<file path="src/rtl/if_id_buffer.sv">
// IF-to-ID pipeline buffer: in-order queue of fetched {pc, pc_next, instruction}
// entries with decode-side valid/ready handshake, flush, and entry-time flags.
module if_id_buffer #(
   parameter int XLEN  = 64,
   parameter int ILEN  = 32,
   parameter int DEPTH = 2
) (
   input  logic                     clk,
   input  logic                     reset,
   input  logic                     in_valid,
   output logic                     in_ready,
   input  logic [XLEN-1:0]          in_pc,
   input  logic [XLEN-1:0]          in_pc_next,
   input  logic [ILEN-1:0]          in_instruction,
   input  logic                     flush,
   output logic                     out_valid,
   input  logic                     out_ready,
   output logic [XLEN-1:0]          out_pc,
   output logic [XLEN-1:0]          out_pc_next,
   output logic [ILEN-1:0]          out_instruction,
   output logic                     out_misaligned,
   output logic                     out_illegal,
   output logic [$clog2(DEPTH):0]   count
);

   localparam int PW = $clog2(DEPTH);
   localparam int CW = PW + 1;
   localparam int EW = 2 * XLEN + ILEN + 2;
   localparam logic [CW-1:0] FULL_C = CW'(DEPTH);

   logic [EW-1:0] mem_q [DEPTH];
   logic [PW-1:0] wr_ptr_q, wr_ptr_d;
   logic [PW-1:0] rd_ptr_q, rd_ptr_d;
   logic [CW-1:0] count_q, count_d;

   logic          push, pop, write_en;
   logic [EW-1:0] entry_in, head;

   assign in_ready  = (count_q != FULL_C);
   assign out_valid = (count_q != '0);
   assign count     = count_q;

   assign push     = in_valid & in_ready;
   assign pop      = out_valid & out_ready;
   // A flushed push never lands, so storage only sees entries that will be read.
   assign write_en = push & ~flush;

   assign entry_in = {in_pc, in_pc_next, in_instruction,
                      (in_pc[1:0] != 2'b00), (in_instruction[1:0] != 2'b11)};

   always_comb begin
      wr_ptr_d = wr_ptr_q;
      rd_ptr_d = rd_ptr_q;
      count_d  = count_q;
      if (flush) begin
         wr_ptr_d = '0;
         rd_ptr_d = '0;
         count_d  = '0;
      end else begin
         if (push) wr_ptr_d = wr_ptr_q + PW'(1);
         if (pop)  rd_ptr_d = rd_ptr_q + PW'(1);
         case ({push, pop})
            2'b10:   count_d = count_q + CW'(1);
            2'b01:   count_d = count_q - CW'(1);
            default: count_d = count_q;
         endcase
      end
   end

   always_ff @(posedge clk or negedge reset) begin
      if (!reset) begin
         wr_ptr_q <= '0;
         rd_ptr_q <= '0;
         count_q  <= '0;
      end else begin
         wr_ptr_q <= wr_ptr_d;
         rd_ptr_q <= rd_ptr_d;
         count_q  <= count_d;
      end
   end

   always_ff @(posedge clk) begin
      if (write_en) mem_q[wr_ptr_q] <= entry_in;
   end

   // Empty queue presents all-zero data so stale storage never leaks to decode.
   assign head = out_valid ? mem_q[rd_ptr_q] : '0;

   assign out_pc          = head[EW-1 -: XLEN];
   assign out_pc_next     = head[EW-XLEN-1 -: XLEN];
   assign out_instruction = head[ILEN+1 : 2];
   assign out_misaligned  = head[1];
   assign out_illegal     = head[0];

endmodule

</file>
<file path="config.mk">
export PLATFORM = sky130hd
export DESIGN_NAME = if_id_buffer
export DESIGN_NICKNAME = d
export VERILOG_FILES = /design/src/rtl/if_id_buffer.sv
export SDC_FILE = /design/constraint.sdc
export NUM_CORES = 1
export LEC_CHECK = 0
export CELL_PAD_IN_SITES_DETAIL_PLACEMENT = 1
export CELL_PAD_IN_SITES_GLOBAL_PLACEMENT = 2
export CORE_MARGIN = 5
export CORE_UTILIZATION = 34
export DETAILED_ROUTE_END_ITERATION = 10
export PLACE_DENSITY = 0.84
export REMOVE_ABC_BUFFERS = 1
export SETUP_SLACK_MARGIN = 0.3
export SLEW_MARGIN = 20
export SYNTH_ARGS = -nofsm -noshare
export SYNTH_HDL_FRONTEND = slang
export SYNTH_SLANG_ARGS = --single-unit
</file>
<file path="constraint.sdc">
create_clock -name clk -period 14.3 [get_ports clk]
set_input_delay 1.43 -clock clk [delete_from_list [all_inputs] [get_ports clk]]
set_output_delay 1.43 -clock clk [all_outputs]
set_load 0.01 [all_outputs]
</file>
# --- Word level (Yosys, flattened, before mapping) ---
# Memories as Yosys holds them, arrays and structs flattened.
# Cells that the tools add are included.
# W data, S select, Z words.
word_totals:
  out_inout_bits: 166
  word_cells: 30
  mem_bits_rw: 324
  register_bits: 4
  memories: 1
  input_bits: 165
mem_list:
  columns: ["memory", "depth", "width", "read_ports", "rd_ports_with_merged_regs", "write_ports", "line", "rtl"]
  rows:
  - ["mem_q", 2, 162, 1, 0, 1, "31", "logic [EW-1:0] mem_q [DEPTH];"]
classes:
  eq_ne: 4
  muxes: 9
  add_sub_neg: 4
  n_reduce_logical: 5
  bitwise_logic: 4
op_table:
  columns: ["operator", "n"]
  rows:
  - ["$mux W162", 1]
  - ["$reduce_bool A2 Y1", 4]
  - ["$mux W1", 6]
  - ["$ne A2 B2 Y1 const B", 2]
  - ["$pmux W2 S2", 1]
  - ["$and A1 B1 Y1", 3]
  - ["$reduce_bool A3 Y1", 1]
  - ["$add A1 B1 Y1 const B", 2]
  - ["$add A2 B1 Y2 const B", 1]
  - ["$eq A2 B1 Y1 const B", 1]
  - ["$eq A2 B2 Y1 const B", 1]
  - ["$mux W2", 1]
  - ["$sub A2 B1 Y2 const B", 1]
  - ["$not A1 Y1", 1]

# --- Longest topological paths before layout ---
# Gate-level depths: netlist of the first run.
logic_depth:
  word_depth: 5
  ltp_mapped: 5
  ltp_nobuf: 4

# --- Least setup slack after synthesis of the first run ---
# Ideal clock, no wire load.
synth_timing:
  path_type: "input -> register"
  from: "in in_valid"
  to: "mem mem_q[1][0] (netlist bit), enable pin"
  setup_time_ns: 0.914
  required_time_ns: 13.386
  arrival_ns: 13.156
  path_stages: 2
  path_buffers: 0
  setup_slack_ns: 0.230
  cell_sequence: "nand2_1 nor3b_1"
synth_between:
  elab_chain_cells: 4
synth_lines:
  columns: ["item", "line", "rtl"]
  rows:
  - ["from (decl)", "10", "input logic in_valid,"]
  - ["$and A1 B1 Y1", "43", "assign push = in_valid & in_ready;"]
  - ["$and A1 B1 Y1", "46", "assign write_en = push & ~flush;"]
  - ["$mux W1", "83", "if (write_en) mem_q[wr_ptr_q] <= entry_in;"]
  - ["$mux W1 (not written as such)", "83", null]
  - ["to (decl)", "31", null]
# Every way passes these cells.

# --- Worst setup path in the final report of the first run ---
layout_timing:
  from: "reg rd_ptr_q"
  to: "out out_pc[37]"
layout_between:
  elab_chain_cells: 2
layout_lines:
  columns: ["item", "line", "rtl"]
  rows:
  - ["from (decl)", "33", "logic [PW-1:0] rd_ptr_q, rd_ptr_d;"]
  - ["from (signal assigned)", "77", "rd_ptr_q <= rd_ptr_d;"]
  - ["$mem_v2 Z2 W162", null, null]
  - ["$mux W162", "87", "assign head = out_valid ? mem_q[rd_ptr_q] : '0;"]
  - ["to (decl)", "18", "output logic [XLEN-1:0] out_pc,"]
# Every way passes these cells.

==> results of run 1 <==
==> sequential cells by signal (all words and copies together), names as in the netlist <==
register and count:
mem_q 324, count 2, rd_ptr_q 1, wr_ptr_q 1
==> where the power goes <==
| group | leakage (nW) | internal (W) | switching [W] | total (W) |
|---|---|---|---|---|
| Sequential | 3.02 | 0.00110 | 0.0000132 | 0.00111 |
| Combinational | 2.06 | 0.000139 | 0.000127 | 0.000266 |
| Clock | 0.510 | 0.000471 | 0.000352 | 0.000823 |
==> through the flow <==
stage          cell area, um2  hold slack, ns  total power [W]  worst slack (ns)  utilization, %
5_1_grt                 17220          0.6537         0.002292             8.660           47.38
3_3_place_gp            16190          0.5661         0.001393             9.388           44.54
4_1_cts                 17220          0.6220         0.002234             8.764           47.38
6_report                17220          0.6190         0.002198             8.938           47.38
3_5_place_dp            16190          0.6088         0.001400             9.363           44.54
2_1_floorplan           12200          0.5294         0.001274            0.2305               -
==> metal layers <==
| metal | routed length (um) | GRT usage, % | vias to the layer above |
|---|---|---|---|
| met4 | 641 | 3.810 | 2 |
| met3 | 2212 | 5.315 | 42 |
| met5 | 11 | 0 | - |
| li1 | - | - | 3332 |
| met1 | 12390 | 17.59 | 3645 |
| met2 | 16060 | 26.60 | 220 |
==> cells in the final DEF (no fill, tap or decap), types with 2 or more instances in the layout <==
| cell | n |
|---|---|
| a21oi_1 | 2 |
| nor2_1 | 164 |
| o21ai_0 | 3 |
| clkinv_1 | 11 |
| edfxtp_1 | 324 |
| clkbuf_1 | 8 |
| dfrtp_1 | 3 |
| clkbuf_16 | 37 |
| buf_4 | 11 |
| inv_1 | 2 |
| mux2i_1 | 162 |
| clkinv_2 | 7 |
| clkdlybuf4s50_1 | 330 |
| nand2_1 | 3 |
==> cells by family (layout without fill, tap and decap cells) <==
family / Yosys count / count (layout) / share of synthesized area (%)
buffers and inverters: 39 / 407 / 1.855
xor gates and xnor gates: 1 / 1 / 0.07056
DFF: 328 / 328 / 79.18
AOI/OAI and AO/OA: 7 / 7 / 0.3125
muxes: 162 / 162 / 13.06
and+or+nand+nor: 176 / 176 / 5.523
==> worst paths after layout <==
check,to,cells past startpoint
min reg2reg,wr_ptr_q$_DFFE_PN0P_,2
max,out_pc[37],5
min in group asynchronous,count[0]$_DFFE_PN0P_,1
min,wr_ptr_q$_DFFE_PN0P_,2
max reg2reg,mem_q[1][89]$_DFFE_PP_,6
max in group asynchronous,rd_ptr_q$_DFFE_PN0P_,1
==> layout make-up <==
type	instances	share of cell area, %
clock inverter	18	0.4432
inverter	3	0.06539
timing repair buffer	341	19.66
sequential	328	57.10
tap	468	3.400
clock buffer	45	5.551
multi-input combinational	346	13.78
==> critical path, delay by kind of cell (launching register included) <==
| kind | cells | cell delay, ns |
|---|---|---|
| flip-flops | 1 | 0.82 |
| buffers and inverters | 3 | 2.15 |
| AND/OR/NAND/NOR | 1 | 0.14 |
| multiplexers | 1 | 0.20 |
==> results.tsv, run 1 <==
metric	value	unit
Critical Path Fanout Max	58	
#FFs+latches synth	328	
Die Area	40440	um2
Max-cap violations	0	
Main synth FF type	edfxtp_1	
top cells by area, synth	edfxtp_1, mux2i_1, nor2_1	
sequential fraction of the synthesis area	79.18	%
Port Buffers	330	
Final Cycle Share	37.50	%
placed cell count	1486	
CP max stage delay	0.93	ns
CP most frequent cell	buf_4	
Max Fclk	186.5	MHz
Multi-input gate area	2372	um2
final setup vio count	0	
crit end category	output port	
Post-synth top cells	edfxtp_1, nor2_1, mux2i_1, buf_2, buf_6	
routability-driven placement congestion ratio	0.7358	
first-pass GRT wire length	47.19	mm
min Tclk post-route	5.362	ns
R2R Setup Slk	11.52	ns
Initial Utilization	34.15	%
Global Route Usage Sum	15.08	%
H-tree Lvls	2	
CP Data Required Time	12.87	ns
Critical Path Start	rd_ptr_q$_DFFE_PN0P_	
clk slew on worst S/H paths	0.06	ns
PwrDens	127.6	nW/um2
initial drt markers	244	
TritonRoute pass-1 iters	4	
Synth top area share	78.37	%
EDFF count, synth	324	
WL per Instance	20.21	um
vias in the first global route	7975	
nets@finish	1221	
clock buffer depth	3	
RSZ-0062 raised after global routing	no	
setup tns final	0	ns
outcome	finished, final reports clean	
Synth Cell Area	12410	um2
yosys warns	0	
ys async rst share	1.220	%
Leak	5.595	nW
crit path cell chain	buf_4 > buf_4 > mux2i_1 > nor2_1 > clkdlybuf4s50_1	
slew margin rel.	28.66	%
Resized cells post-CTS	0	
remaining antenna violation count	0	
initial antenna violation count	1	
Yosys top cell by area	edfxtp_1	
die width	201.1	um
Finished Layout Cells	1549	
# clock sinks	328	
Final Skew	0.01136	ns
DR DRC count	0	
final hold violations	0	
largest net degree at the start of global routing	90	
Rows	70	
Via density	4.675	
Die Ht	201.1	um
worst slew pin tran	1.070	ns
clock root buffer master	clkbuf_16	
crit path max-delay cell type	buf_4	
arrival time of the worst setup path	3.93	ns
worst r2r src	count[1]$_DFFE_PN0P_	
WS Path Type	register to output port	
Area growth syn-to-layout	38.71	%
clk_lat worst skew	0.52	ns
TritonCTS Buffers	36	
ratio of cells with drive above 1 in the final layout	5.735	%
GRT overflow	0	
Post-CTS Setup Repair Bufs	0	
Unique masters post-synth	25	
Ant. Diodes	0	
synthesized area per cell	17.41	um2
CP Launch Type	register	
DRT Wirelength	31.31	mm
Top Ports	331	
Storage cell area	9833	um2
Final Max Tran Viols	0	
DP Wirelength	20.83	mm
post-cts hold buffer count	0	
Syn Inst Count	713	
min-delay src	wr_ptr_q$_DFFE_PN0P_	
Fillers	3571	
count leader, synth	edfxtp_1	
CTS tree	yes	
core footprint	36350	um2
routed via count	7241	
worst hold path type	register to register	
Peak VDD IR	0.09283	mV
(Power assumes the default switching activity.)
==> run 2, diff against run 1 <==
--- a/config.mk
+++ b/config.mk
@@ -8,9 +8,9 @@
 export CELL_PAD_IN_SITES_DETAIL_PLACEMENT = 1
 export CELL_PAD_IN_SITES_GLOBAL_PLACEMENT = 2
 export CORE_MARGIN = 5
-export CORE_UTILIZATION = 34
+export CORE_UTILIZATION = 31
 export DETAILED_ROUTE_END_ITERATION = 10
-export PLACE_DENSITY = 0.84
+export PLACE_DENSITY = 0.81
 export REMOVE_ABC_BUFFERS = 1
 export SETUP_SLACK_MARGIN = 0.3
 export SLEW_MARGIN = 20
==> constraint.sdc (replaced) <==
create_clock -name clk -period 4.3 [get_ports clk]
set_input_delay 0.43 -clock clk [delete_from_list [all_inputs] [get_ports clk]]
set_output_delay 0.43 -clock clk [all_outputs]
set_load 0.01 [all_outputs]
==> results.tsv, run 2 (synthesis gave the netlist of run 1 again) <==
metric	value	unit	change
outcome	finished, final reports clean		
worst reg-to-reg path cell count	5		-1
nets@finish	1223		+0.16%
commonest non-fill, non-tap cells in the layout	clkdlybuf4s50_1, edfxtp_1, nor2_1		
clock buffer depth	3		unchanged
post-place setup slack	1.670	ns	-7.693 ns
ratio of cells with drive above 1 in the final layout	6.642	%	+0.91 points
Die Ht	210.1	um	+4.5%
die width	210.1	um	+4.5%
Placed Area	16370	um2	+1.1%
Final Cycle Share	73.26	%	
Post-CTS Setup Repair Bufs	0		unchanged
slew margin rel.	57.61	%	+29 points
clock root buffer master	clkbuf_16		
WS Path Type	register to output port		
CP Launch Type	register		
final setup vio count	0		unchanged
arrival time of the worst setup path	2.72	ns	-1.21 ns
GRT overflow	0		unchanged
Area growth syn-to-layout	41.14	%	
DR DRC count	0		unchanged
Fillers	3948		+11%
most common cell after layout, fill and taps aside	clkdlybuf4s50_1		
Leak	5.680	nW	+1.5%
RSZ-0062 raised after global routing	no		
crit end category	output port		
vias in the first global route	7902		-0.92%
setup tns final	0	ns	unchanged
TritonRoute pass-1 iters	4		unchanged
largest register by flop count	mem_q		
CP Data Required Time	3.87	ns	-9.00 ns
routability-driven placement congestion ratio	0.7329		-0.39%
CTS tree	yes		
Rows	73		+4.3%
initial antenna violation count	3		+2
Ant. Diodes	0		unchanged
Peak VDD IR	0.3238	mV	+250%
DP Wirelength	20.79	mm	-0.23%
WL per Instance	19.37	um	-4.2%
clk slew on worst S/H paths	0.06	ns	about the same
Final Skew	0.01476	ns	+0.003400 ns
Port Buffers	330		unchanged
Via density	4.491		-3.9%
Top Ports	331		unchanged
PwrDens	433.5	nW/um2	+240%
Critical Path Fanout Max	47		-19%
clk_lat worst skew	0.52	ns	about the same
setup slack after layout	1.150	ns	-7.788 ns
TritonCTS Buffers	37		+2.8%
core footprint	39640	um2	+9.1%
Initial Utilization	31.32	%	-2.8 points
initial drt markers	325		+33%
# clock sinks	328		unchanged
Largest register FFs	324		unchanged
R2R Setup Slk	2.15	ns	-9.37 ns
largest net degree at the start of global routing	86		-4.4%
first-pass GRT wire length	46.82	mm	-0.79%
remaining antenna violation count	0		unchanged
H-tree Lvls	2		unchanged
Finished Cell Area	17520	um2	+1.8%
DRT Wirelength	31.16	mm	-0.48%
Max Fclk	317.4	MHz	
post-cts hold buffer count	0		unchanged
Final Max Tran Viols	0		unchanged
final hold violations	0		unchanged
min Tclk post-route	3.150	ns	
Global Route Usage Sum	13.65	%	-1.4 points
worst hold path type	input port to asynchronous set/reset pin		
routed via count	7226		-0.21%
Resized cells post-CTS	0		unchanged
Max-cap violations	0		unchanged
Die Area	44150	um2	+9.2%
worst slew pin tran	0.6358	ns	-0.4342 ns
-- run 2: metrics by stage --
step | utilization [%] | cells | power, W | hold slack (ns)
2_1_floorplan | - | 677 | 0.004236 | 0.1344
5_1_grt | 44.20 | 1609 | 0.007914 | 0.1057
4_1_cts | 44.20 | 1609 | 0.007727 | 0.08600
6_report | 44.20 | 1609 | 0.007596 | 0.1163
3_3_place_gp | 41.29 | 1544 | 0.004643 | 0.5707
3_5_place_dp | 41.29 | 1544 | 0.004665 | 0.5909
-- run 2: worst max-delay path, cell delays in order (launching register included) --
cell,delay (ns)
dfrtp_4,0.83
buf_12,0.35
mux2i_1,0.13
nor2_1,0.16
clkdlybuf4s50_1,0.60
-- run 2: layer usage --
metal  part of all wire [%]  track usage (%)  routed length, um  up-vias
li1                       -                -                  -     3354
met1                     40            16.64              12540     3599
met2                     51            23.41              15770      211
met3                    6.5            3.914               2030       56
met4                    2.5            4.568                791        6
met5                   0.11                0                 33        -
-- run 2: final timing paths --
| kind | startpoint | endpoint |
|---|---|---|
| max | rd_ptr_q$_DFFE_PN0P_ | out_pc[49] |
| min | reset | wr_ptr_q$_DFFE_PN0P_ |
| max reg2reg | count[1]$_DFFE_PN0P_ | mem_q[1][64]$_DFFE_PP_ |
| min reg2reg | wr_ptr_q$_DFFE_PN0P_ | wr_ptr_q$_DFFE_PN0P_ |
| max in group asynchronous | reset | rd_ptr_q$_DFFE_PN0P_ |
| min in group clk | in_instruction[25] | mem_q[0][27]$_DFFE_PP_ |
-- run 2: where the power goes --
part | internal, W | switching (W)
Clock | 0.00180 | 0.00121
Sequential | 0.00364 | 0.0000439
Combinational | 0.000475 | 0.000420
-- run 2: area by class of cell --
class	count	area (um2)	area share, %
tap	525	656.9	3.749
multi-input combinational	346	2372	13.54
inverter	3	11.26	0.06427
clock inverter	16	163.9	0.9354
timing repair buffer	342	3493	19.94
clock buffer	49	991.0	5.656
sequential	328	9833	56.12
